`config.mk`:
```
export PLATFORM = sky130hd
export DESIGN_NAME = multiword_add_sequencer_flat
export DESIGN_NICKNAME = d
export VERILOG_FILES = /design/src/rtl/multiword_add_sequencer_if.sv /design/src/rtl/multiword_add_sequencer.sv /design/src/flat_wrapper.sv
export SDC_FILE = /design/constraint.sdc
export NUM_CORES = 1
export LEC_CHECK = 0
export CORE_MARGIN = 3
export CORE_UTILIZATION = 44
export DETAILED_ROUTE_END_ITERATION = 8
export PLACE_DENSITY = 0.71
export SLEW_MARGIN = 15
export SYNTH_ARGS = -nofsm -noshare
export SYNTH_HDL_FRONTEND = slang
export SYNTH_SLANG_ARGS = --single-unit
```
`constraint.sdc`:
```
create_clock -name clk -period 8.35 [get_ports clk]
set_input_delay 1.2525 -clock clk [delete_from_list [all_inputs] [get_ports clk]]
set_output_delay 1.2525 -clock clk [all_outputs]
set_load 0.005 [all_outputs]
```
`src/rtl/multiword_add_sequencer_if.sv`:
```
// Request/result bundle between operand producer, sequencer and result consumer.
// Latency: none (wires only).
// Backpressure: in_valid/in_ready on the request side, out_valid/out_ready on the result side.
interface multiword_add_sequencer_if #(
    parameter int WORD_W = 32,
    parameter int NWORDS = 4
);
    localparam int OP_W = WORD_W * NWORDS;

    logic            in_valid;
    logic            in_ready;
    logic            op_sub;
    logic            cin;
    logic [OP_W-1:0] a;
    logic [OP_W-1:0] b;
    logic            out_valid;
    logic            out_ready;
    logic [OP_W-1:0] sum;
    logic            cout;
    logic            ovf;

    // Producer/consumer side.
    modport master (
        output in_valid, op_sub, cin, a, b, out_ready,
        input  in_ready, out_valid, sum, cout, ovf
    );

    // Sequencer side.
    modport slave (
        input  in_valid, op_sub, cin, a, b, out_ready,
        output in_ready, out_valid, sum, cout, ovf
    );
endinterface

```
`src/rtl/multiword_add_sequencer.sv`:
```
// Word-serial multi-precision add/sub reusing one WORD_W-bit prefix adder, LS word first.
// Latency: out_valid rises NWORDS edges after the accept edge; one op per NWORDS+2 cycles.
// Backpressure: in_ready only in IDLE; result held stable in DONE until out_ready.

// Kogge-Stone style parallel-prefix adder slice.
// Latency: combinational.
// Backpressure: none.
module prefix_adder #(
    parameter int W = 32
) (
    input  logic [W-1:0] a,
    input  logic [W-1:0] b,
    input  logic         cin,
    output logic [W-1:0] s,
    output logic         cout
);
    localparam int LV = (W > 1) ? $clog2(W) : 1;

    logic [W-1:0] p0;
    logic [W-1:0] g;
    logic [W-1:0] p;
    logic [W-1:0] gn;
    logic [W-1:0] pn;

    // Prefix tree: carry-in folded into bit 0 generate, so g[i] ends up as carry into bit i+1.
    always_comb begin
        p0   = a ^ b;
        g    = a & b;
        g[0] = g[0] | (p0[0] & cin);
        p    = p0;
        gn   = g;
        pn   = p;
        for (int l = 0; l < LV; l++) begin
            gn = g;
            pn = p;
            for (int i = 0; i < W; i++) begin
                if (i >= (1 << l)) begin
                    gn[i] = g[i] | (p[i] & g[(i >= (1 << l)) ? i - (1 << l) : i]);
                    pn[i] = p[i] & p[(i >= (1 << l)) ? i - (1 << l) : i];
                end
            end
            g = gn;
            p = pn;
        end
        s    = p0 ^ {g[W-2:0], cin};
        cout = g[W-1];
    end
endmodule

module multiword_add_sequencer #(
    parameter int WORD_W = 32,
    parameter int NWORDS = 4
) (
    input  logic                      clk,
    input  logic                      rst_n,
    multiword_add_sequencer_if.slave  bus
);
    localparam int OP_W  = WORD_W * NWORDS;
    localparam int IDX_W = $clog2(NWORDS);
    localparam logic [IDX_W-1:0] LAST = IDX_W'(NWORDS - 1);

    typedef enum logic [1:0] {
        IDLE = 2'd0,
        RUN  = 2'd1,
        DONE = 2'd2
    } state_t;

    state_t            state;
    state_t            state_nxt;
    logic [IDX_W-1:0]  idx;
    logic [OP_W-1:0]   a_reg;
    logic [OP_W-1:0]   b_reg;
    logic [OP_W-1:0]   sum_reg;
    logic              carry_reg;
    logic              cout_reg;
    logic              ovf_reg;
    logic              out_valid_reg;
    logic              accept;

    logic [WORD_W-1:0] a_word;
    logic [WORD_W-1:0] b_word;
    logic [WORD_W-1:0] s_word;
    logic              c_word;

    assign accept = bus.in_valid && (state == IDLE);
    assign a_word = a_reg[idx*WORD_W +: WORD_W];
    assign b_word = b_reg[idx*WORD_W +: WORD_W];

    prefix_adder #(.W(WORD_W)) u_adder (
        .a    (a_word),
        .b    (b_word),
        .cin  (carry_reg),
        .s    (s_word),
        .cout (c_word)
    );

    // State register.
    always_ff @(posedge clk) begin
        if (!rst_n) begin
            state <= IDLE;
        end else begin
            state <= state_nxt;
        end
    end

    // Next-state: accept -> one word per cycle -> hold result until consumed.
    always_comb begin
        state_nxt = state;
        case (state)
            IDLE:    if (accept) state_nxt = RUN;
            RUN:     if (idx == LAST) state_nxt = DONE;
            DONE:    if (bus.out_ready) state_nxt = IDLE;
            default: state_nxt = IDLE;
        endcase
    end

    // Datapath: operand capture, per-word sum/carry update, final flags and result valid.
    always_ff @(posedge clk) begin
        if (!rst_n) begin
            idx           <= '0;
            a_reg         <= '0;
            b_reg         <= '0;
            sum_reg       <= '0;
            carry_reg     <= 1'b0;
            cout_reg      <= 1'b0;
            ovf_reg       <= 1'b0;
            out_valid_reg <= 1'b0;
        end else begin
            case (state)
                IDLE: begin
                    if (accept) begin
                        // Subtract runs as a + ~b + ~cin so cout=1 means "no borrow".
                        a_reg     <= bus.a;
                        b_reg     <= bus.op_sub ? ~bus.b : bus.b;
                        carry_reg <= bus.cin ^ bus.op_sub;
                        idx       <= '0;
                    end
                end
                RUN: begin
                    sum_reg[idx*WORD_W +: WORD_W] <= s_word;
                    carry_reg                     <= c_word;
                    if (idx == LAST) begin
                        cout_reg      <= c_word;
                        ovf_reg       <= (a_reg[OP_W-1] == b_reg[OP_W-1]) &&
                                         (s_word[WORD_W-1] != a_reg[OP_W-1]);
                        out_valid_reg <= 1'b1;
                    end else begin
                        idx <= idx + 1'b1;
                    end
                end
                DONE: begin
                    if (bus.out_ready) out_valid_reg <= 1'b0;
                end
                default: out_valid_reg <= 1'b0;
            endcase
        end
    end

    assign bus.in_ready  = (state == IDLE);
    assign bus.out_valid = out_valid_reg;
    assign bus.sum       = sum_reg;
    assign bus.cout      = cout_reg;
    assign bus.ovf       = ovf_reg;
endmodule
```
`src/flat_wrapper.sv`:
```
// flat-port wrapper written by rule: the top's interface ports become plain ports
module multiword_add_sequencer_flat 
#(
    parameter int WORD_W = 32,
    parameter int NWORDS = 4
)
  (clk, rst_n, bus_in_valid, bus_op_sub, bus_cin, bus_a, bus_b, bus_out_ready, bus_in_ready, bus_out_valid, bus_sum, bus_cout, bus_ovf);
  multiword_add_sequencer_if #(.WORD_W(WORD_W), .NWORDS(NWORDS)) bus_i ();
  input  logic clk;
  input  logic rst_n;
  input wire logic [$bits(bus_i.in_valid)-1:0] bus_in_valid;
  input wire logic [$bits(bus_i.op_sub)-1:0] bus_op_sub;
  input wire logic [$bits(bus_i.cin)-1:0] bus_cin;
  input wire logic [$bits(bus_i.a)-1:0] bus_a;
  input wire logic [$bits(bus_i.b)-1:0] bus_b;
  input wire logic [$bits(bus_i.out_ready)-1:0] bus_out_ready;
  output wire logic [$bits(bus_i.in_ready)-1:0] bus_in_ready;
  output wire logic [$bits(bus_i.out_valid)-1:0] bus_out_valid;
  output wire logic [$bits(bus_i.sum)-1:0] bus_sum;
  output wire logic [$bits(bus_i.cout)-1:0] bus_cout;
  output wire logic [$bits(bus_i.ovf)-1:0] bus_ovf;
  assign bus_i.in_valid = bus_in_valid;
  assign bus_i.op_sub = bus_op_sub;
  assign bus_i.cin = bus_cin;
  assign bus_i.a = bus_a;
  assign bus_i.b = bus_b;
  assign bus_i.out_ready = bus_out_ready;
  assign bus_in_ready = bus_i.in_ready;
  assign bus_out_valid = bus_i.out_valid;
  assign bus_sum = bus_i.sum;
  assign bus_cout = bus_i.cout;
  assign bus_ovf = bus_i.ovf;
  multiword_add_sequencer #(.WORD_W(WORD_W), .NWORDS(NWORDS)) u_core (.clk(clk), .rst_n(rst_n), .bus(bus_i));
endmodule
```
==> results of run 1 <==
-- critical path, cell delays in order (launching register included) --
cell,delay [ns]
dfxtp_4,0.69
buf_4,0.56
mux4_2,0.41
fa_1,0.49
fa_1,0.42
a21o_1,0.21
a221o_1,0.41
a311oi_2,0.37
o211ai_1,0.16
a31oi_1,0.31
o21ai_1,0.12
xnor2_1,0.37
o21ai_1,0.12
-- cells in the final DEF (no fill, tap or decap), drive strengths merged, types with 6 or more instances in the layout --
cell,count
nor2b,91
o21a,6
a21oi,30
a22oi,89
ha,37
nand3,42
o21ai,57
a21o,15
xnor2,145
a21boi,135
inv,8
clkbuf,60
dfxtp,392
nand2b,7
o211a,128
nand2,415
nor3,7
mux4,64
nor2,26
xor2,11
clkdlybuf4s50,391
buf,17
-- where the power goes --
part           leakage (nW)  switching [mW]  internal (mW)  total (mW)
sequential             3.21          0.0664           1.97        2.04
combinational          5.73           0.407          0.374       0.781
clock                 0.613           0.721          0.990        1.71
total                  9.56            1.19           3.34        4.53
-- cells by family after synthesis --
family                     after synthesis
and+or+nand+nor                        613
AOI/OAI and AO/OA                      488
DFF                                    392
buffers and inverters                  166
xor gates and xnor gates               156
muxes                                   65
adders and majority gates               39
-- metrics by stage --
step | utilization, % | cell area, um^2 | cells | power, mW | setup WS (ns)
floorplan | - | 18300 | 1919 | 2.53 | 3.94
global placement | 54.9 | 22500 | 2701 | 2.84 | 3.64
detailed placement | 54.9 | 22500 | 2701 | 2.85 | 3.56
CTS | 57.9 | 23700 | 2766 | 4.56 | 3.55
global route | 57.9 | 23700 | 2766 | 4.71 | 3.23
finish | 57.9 | 23800 | 2767 | 4.53 | 3.51
-- how the worst max path moves through the flow --
stage                        from                   to  slack [ns]  depth (start not counted)
finish              u_core.idx[1]  u_core.bus.sum[120]        3.51                         12
global route        u_core.idx[1]  u_core.bus.sum[124]        3.23                         12
CTS                 u_core.idx[1]  u_core.bus.sum[120]        3.55                         12
detailed placement  u_core.idx[1]  u_core.bus.sum[124]        3.56                         12
global placement    u_core.idx[1]   u_core.bus.sum[56]        3.64                         12
floorplan           u_core.idx[0]  u_core.bus.sum[120]        3.94                         13
-- per-layer routing --
layer / share of wire [%] / vias up / GRT usage, %
met4: 1.5 / 8 / 4.63
met1: 46 / 7351 / 34.4
met3: 7.2 / 64 / 4.21
met5: 0.076 / - / 0
met2: 45 / 608 / 37.7
li1: - / 7311 / -
-- final cells by class --
| type | count | area [um^2] |
|---|---|---|
| multi-input cells | 1361 | 9900 |
| flip-flops and latches | 392 | 7860 |
| fillers | 3525 | 17300 |
| well taps | 532 | 666 |
| repair buffers | 408 | 4070 |
| clock inverters | 5 | 25.0 |
| inverters | 8 | 30.0 |
| clock buffers | 60 | 1210 |
| diodes | 1 | 2.50 |
==> flow_summary.toml, run 1 <==
[grt]
grt_pass1_wl_um = 84100
antenna_found_initial = 6
grt_pass1_vias = 14874
grt_max_degree = 202
track_usage_pct = 23.8
grt_overflow = 0

[timing]
max_slew_margin_pct = 24.2
tns_ns = 0
fin_crit_sh_pct = 58.0
tightest_slew_ns = 1.14
max_clock_freq_mhz = 207
slew_viol_final = 0
hold_ws_ns = 0.461
min_period_ns = 4.84
finalSetupViolCount = 0
hold_viol = 0
clock_skew_ns = 0.0227
grt_setup_unrepaired = "false"

[cts]
clk_latency_ns = 0.54
cts-resized-gates = 0
cts-root-buf = "clkbuf_16"
clock-sinks = 392
cts_tree = "built"
cts_inserted_buffers = 40
cts-htree-levels = 2
postCtsSetupRepairBufs = 0
cts-hold-fix-buffers = 0
clockBufferDepth = 3
clk_pin_slew_ns = 0.06

[logic_synthesis]
syn_nets = 2220
ys_top_cells_by_area = "dfxtp_1, nand2_1, mux4_2"
synth-edff-count = 0
syn_area_per_cell_um2 = 9.56
synthAdderAreaFrac_pct = 2.74
syn_inst = 1919
synth_xor_area_share_pct = 7.45
synth_compound_area_share_pct = 21.0
synth_mux_area_share_pct = 7.92
ys_seq_area_share_pct = 42.8
synthArstFlopShare_pct = 0
ys.flop_type = "dfxtp_1"
synthTopCellsByCount = "nand2_1, dfxtp_1, clkbuf_1, xnor2_1, a21boi_0"
synth_warnings = 0
ys_ff_latch = 392
yosysMostFrequentCell = "nand2_1"
yosysTopAreaCell = "dfxtp_1"
synth-simple-area-share_pct = 14.7
netlist_area_um2 = 18300
synth_top_area_share_pct = 42.8
synth_cell_types = 55
synth_top_family_by_area = "compound AO/OA/AOI/OAI gates"

[drt]
ant_nets = 0
via_count = 15342
wl_per_cell_um = 19.9
drt_drc_violations_left = 0
vias_per_cell = 5.54
dr.pass1.iters = 5
wl_um = 54900
drtIter0Drc = 1370

[final_layout]
layout.nets = 2512
drive_gt1_share_pct = 6.94
synthToLayoutAreaGrowth_pct = 29.5

[power]
p_leak_nw = 9.56
irDropWorstVdd_mv = 0.135
power_density_nw_per_um2 = 191

[status]
status = "complete, no violations"

[worst_setup_path]
worst-endpoint-required_ns = 8.76
endpoint_kind = "flip-flop"
crit_arrival_ns = 5.25
rr_startpoint = "u_core.idx[1]"
worstRegToRegCells = 12
critPathKind = "flip-flop to flip-flop"
startpoint_type = "flip-flop"
rrSetupSlack_ns = 3.51
cp_max_fo = 35
r2r-end = "u_core.bus.sum[120]"

[die]
die-area_um2 = 44200
coreArea_um2 = 41000
fp-row-count = 74
ios = 394
initial_core_util_pct = 44.7
die_h_um = 210
die_w_um = 210

[place]
io_buffer_count = 393
post-dp-hpwl_um = 39700
globalplace.congestion = 0.857

[job]
drv_cap = 0

[min_path]
holdCritPathClass = "flip-flop to flip-flop"
worstHoldStart = "u_core.a_reg[70]"
min_path_cells = 2
holdPathEnd = "u_core.a_reg[70]"
(Power assumes the default switching activity.)
==> run 2, diff against run 1 <==
Clock period 8.35 ns to 4.79 ns, I/O delays scaled along.
==> run 2 against run 1 <==
Against the previous run: largest cell class unchanged; utilization rose by 0.61 points; clock power is 88% higher; hold slack about the same; combinational power increased by 78%; non-clock buffer count rose by 11; global-route usage rose by 0.37 points; maximum frequency rose by 12%; total power is 80% higher; cell count is 0.69% higher; critical endpoint unchanged; setup slack got worse by 3.1 ns.
==> flow_summary.toml, run 2 (same netlist as run 1, synthesis figures left out) <==
[status]
status = "complete, no violations"

[timing]
grt_setup_unrepaired = "false"
clock_skew_ns = 0.0156
slew_viol_final = 0
finalSetupViolCount = 0
min_period_ns = 4.33
hold_viol = 0
setup_ws_ns = 0.456
max_clock_freq_mhz = 231
fin_crit_sh_pct = 90.5
tns_ns = 0
max_slew_margin_pct = 27.1
tightest_slew_ns = 1.09

[drt]
via_count = 15401
wl_per_cell_um = 19.7
drt_drc_violations_left = 0
vias_per_cell = 5.53
drtIter0Drc = 1233
dr.pass1.iters = 6
wl_um = 55000
ant_nets = 0

[worst_setup_path]
critPathKind = "flip-flop to flip-flop"
crit_arrival_ns = 4.74
endpoint_kind = "flip-flop"
worst-endpoint-required_ns = 5.20
startpoint_type = "flip-flop"
cp_max_fo = 20

[cts]
postCtsSetupRepairBufs = 0
cts-root-buf = "clkbuf_16"
clk_pin_slew_ns = 0.06
cts-hold-fix-buffers = 0
cts_inserted_buffers = 41
cts_tree = "built"
clk_latency_ns = 0.54
cts-resized-gates = 0
cts-htree-levels = 2
clockBufferDepth = 3
clock-sinks = 392

[grt]
grt_max_degree = 149
antenna_found_initial = 3
grt_pass1_wl_um = 85300
grt_overflow = 0
track_usage_pct = 24.1
grt_pass1_vias = 15069

[die]
die_w_um = 210
coreArea_um2 = 41000
die_h_um = 210
fp-row-count = 74
ios = 394
initial_core_util_pct = 44.7
die-area_um2 = 44200

[place]
io_buffer_count = 393
pre_cts_ws_ns = 0.452
dp.cells = 2712
post-dp-hpwl_um = 40600
globalplace.congestion = 0.849

[final_layout]
fin_cells = 2786
final_common_cell = "nand2_1"
layout.nets = 2524
synthToLayoutAreaGrowth_pct = 30.9
drive_gt1_share_pct = 7.63
layout_common_cells = "nand2_1, clkdlybuf4s50_1, dfxtp_1"
final_util_pct = 58.5

[min_path]
holdCritPathClass = "flip-flop to flip-flop"

[power]
irDropWorstVdd_mv = 0.214
power_density_nw_per_um2 = 339
p_leak_nw = 9.69
power.total_mw = 8.14

[job]
drv_cap = 0
## run 2: cell types whose count changed in the layout (fill, tap and decap cells not counted)
cell and change:
bufinv_16 +4, buf_12 +4, clkinv_2 +5, clkbuf_16 +2
buf_4 +7, clkbuf_1 +2, inv_4 +1, clkbuf_8 -8
inv_6 +1, clkinv_4 +1
## run 2: per-layer routing
metal / up-vias / wire, um / share of wire, % / GRT usage [%]
met3: 74 / 3380 / 6.1 / 3.96
met1: 7456 / 25800 / 47 / 34.7
met5: - / 25 / 0.045 / 0
li1: 7336 / - / - / -
met2: 531 / 24700 / 45 / 38.2
met4: 4 / 1070 / 1.9 / 5.79
## run 2: report_power, final
group	internal, mW	leakage [nW]	switching [mW]
Clock	1.91	0.672	1.30
Combinational	0.659	5.81	0.727
Sequential	3.44	3.21	0.107
## run 2: critical path: stages (launching register included)
cell and delay (ns):
dfxtp_4 0.62, mux4_2 0.58, fa_1 0.51, fa_1 0.42
a21o_1 0.22, a221o_1 0.42, a311oi_2 0.38, o211ai_1 0.15
a31oi_1 0.29, o21ai_1 0.12, xnor2_1 0.36, o21ai_1 0.13
## run 2: cell type report
type                            count  area, um^2
Antenna cell                        1        2.50
Timing Repair Buffer              419        4200
Sequential cell                   392        7860
Fill cell                        3522       17000
Multi-Input combinational cell   1361        9900
Clock buffer                       56        1150
Clock inverter                     17         194
Inverter                            8        30.0
Tap cell                          532         666
## run 2: path summary, 6_finish.rpt
kind / startpoint / to / slack [ns] / cells after the start
max: u_core.idx[0] / u_core.bus.sum[120] / 0.46 / 11
min: u_core.bus.sum[24] / u_core.bus.sum[24] / 0.46 / 2
max reg2reg: u_core.idx[0] / u_core.bus.sum[120] / 0.46 / 11
min reg2reg: u_core.bus.sum[24] / u_core.bus.sum[24] / 0.46 / 2
## run 2: stage by stage
step           cell area [um^2]  hold slack, ns
6_report                  24000           0.461
5_1_grt                   24000           0.479
4_1_cts                   24000           0.459
3_5_place_dp              22600           0.452
3_3_place_gp              22600           0.442
2_1_floorplan             18300           0.440
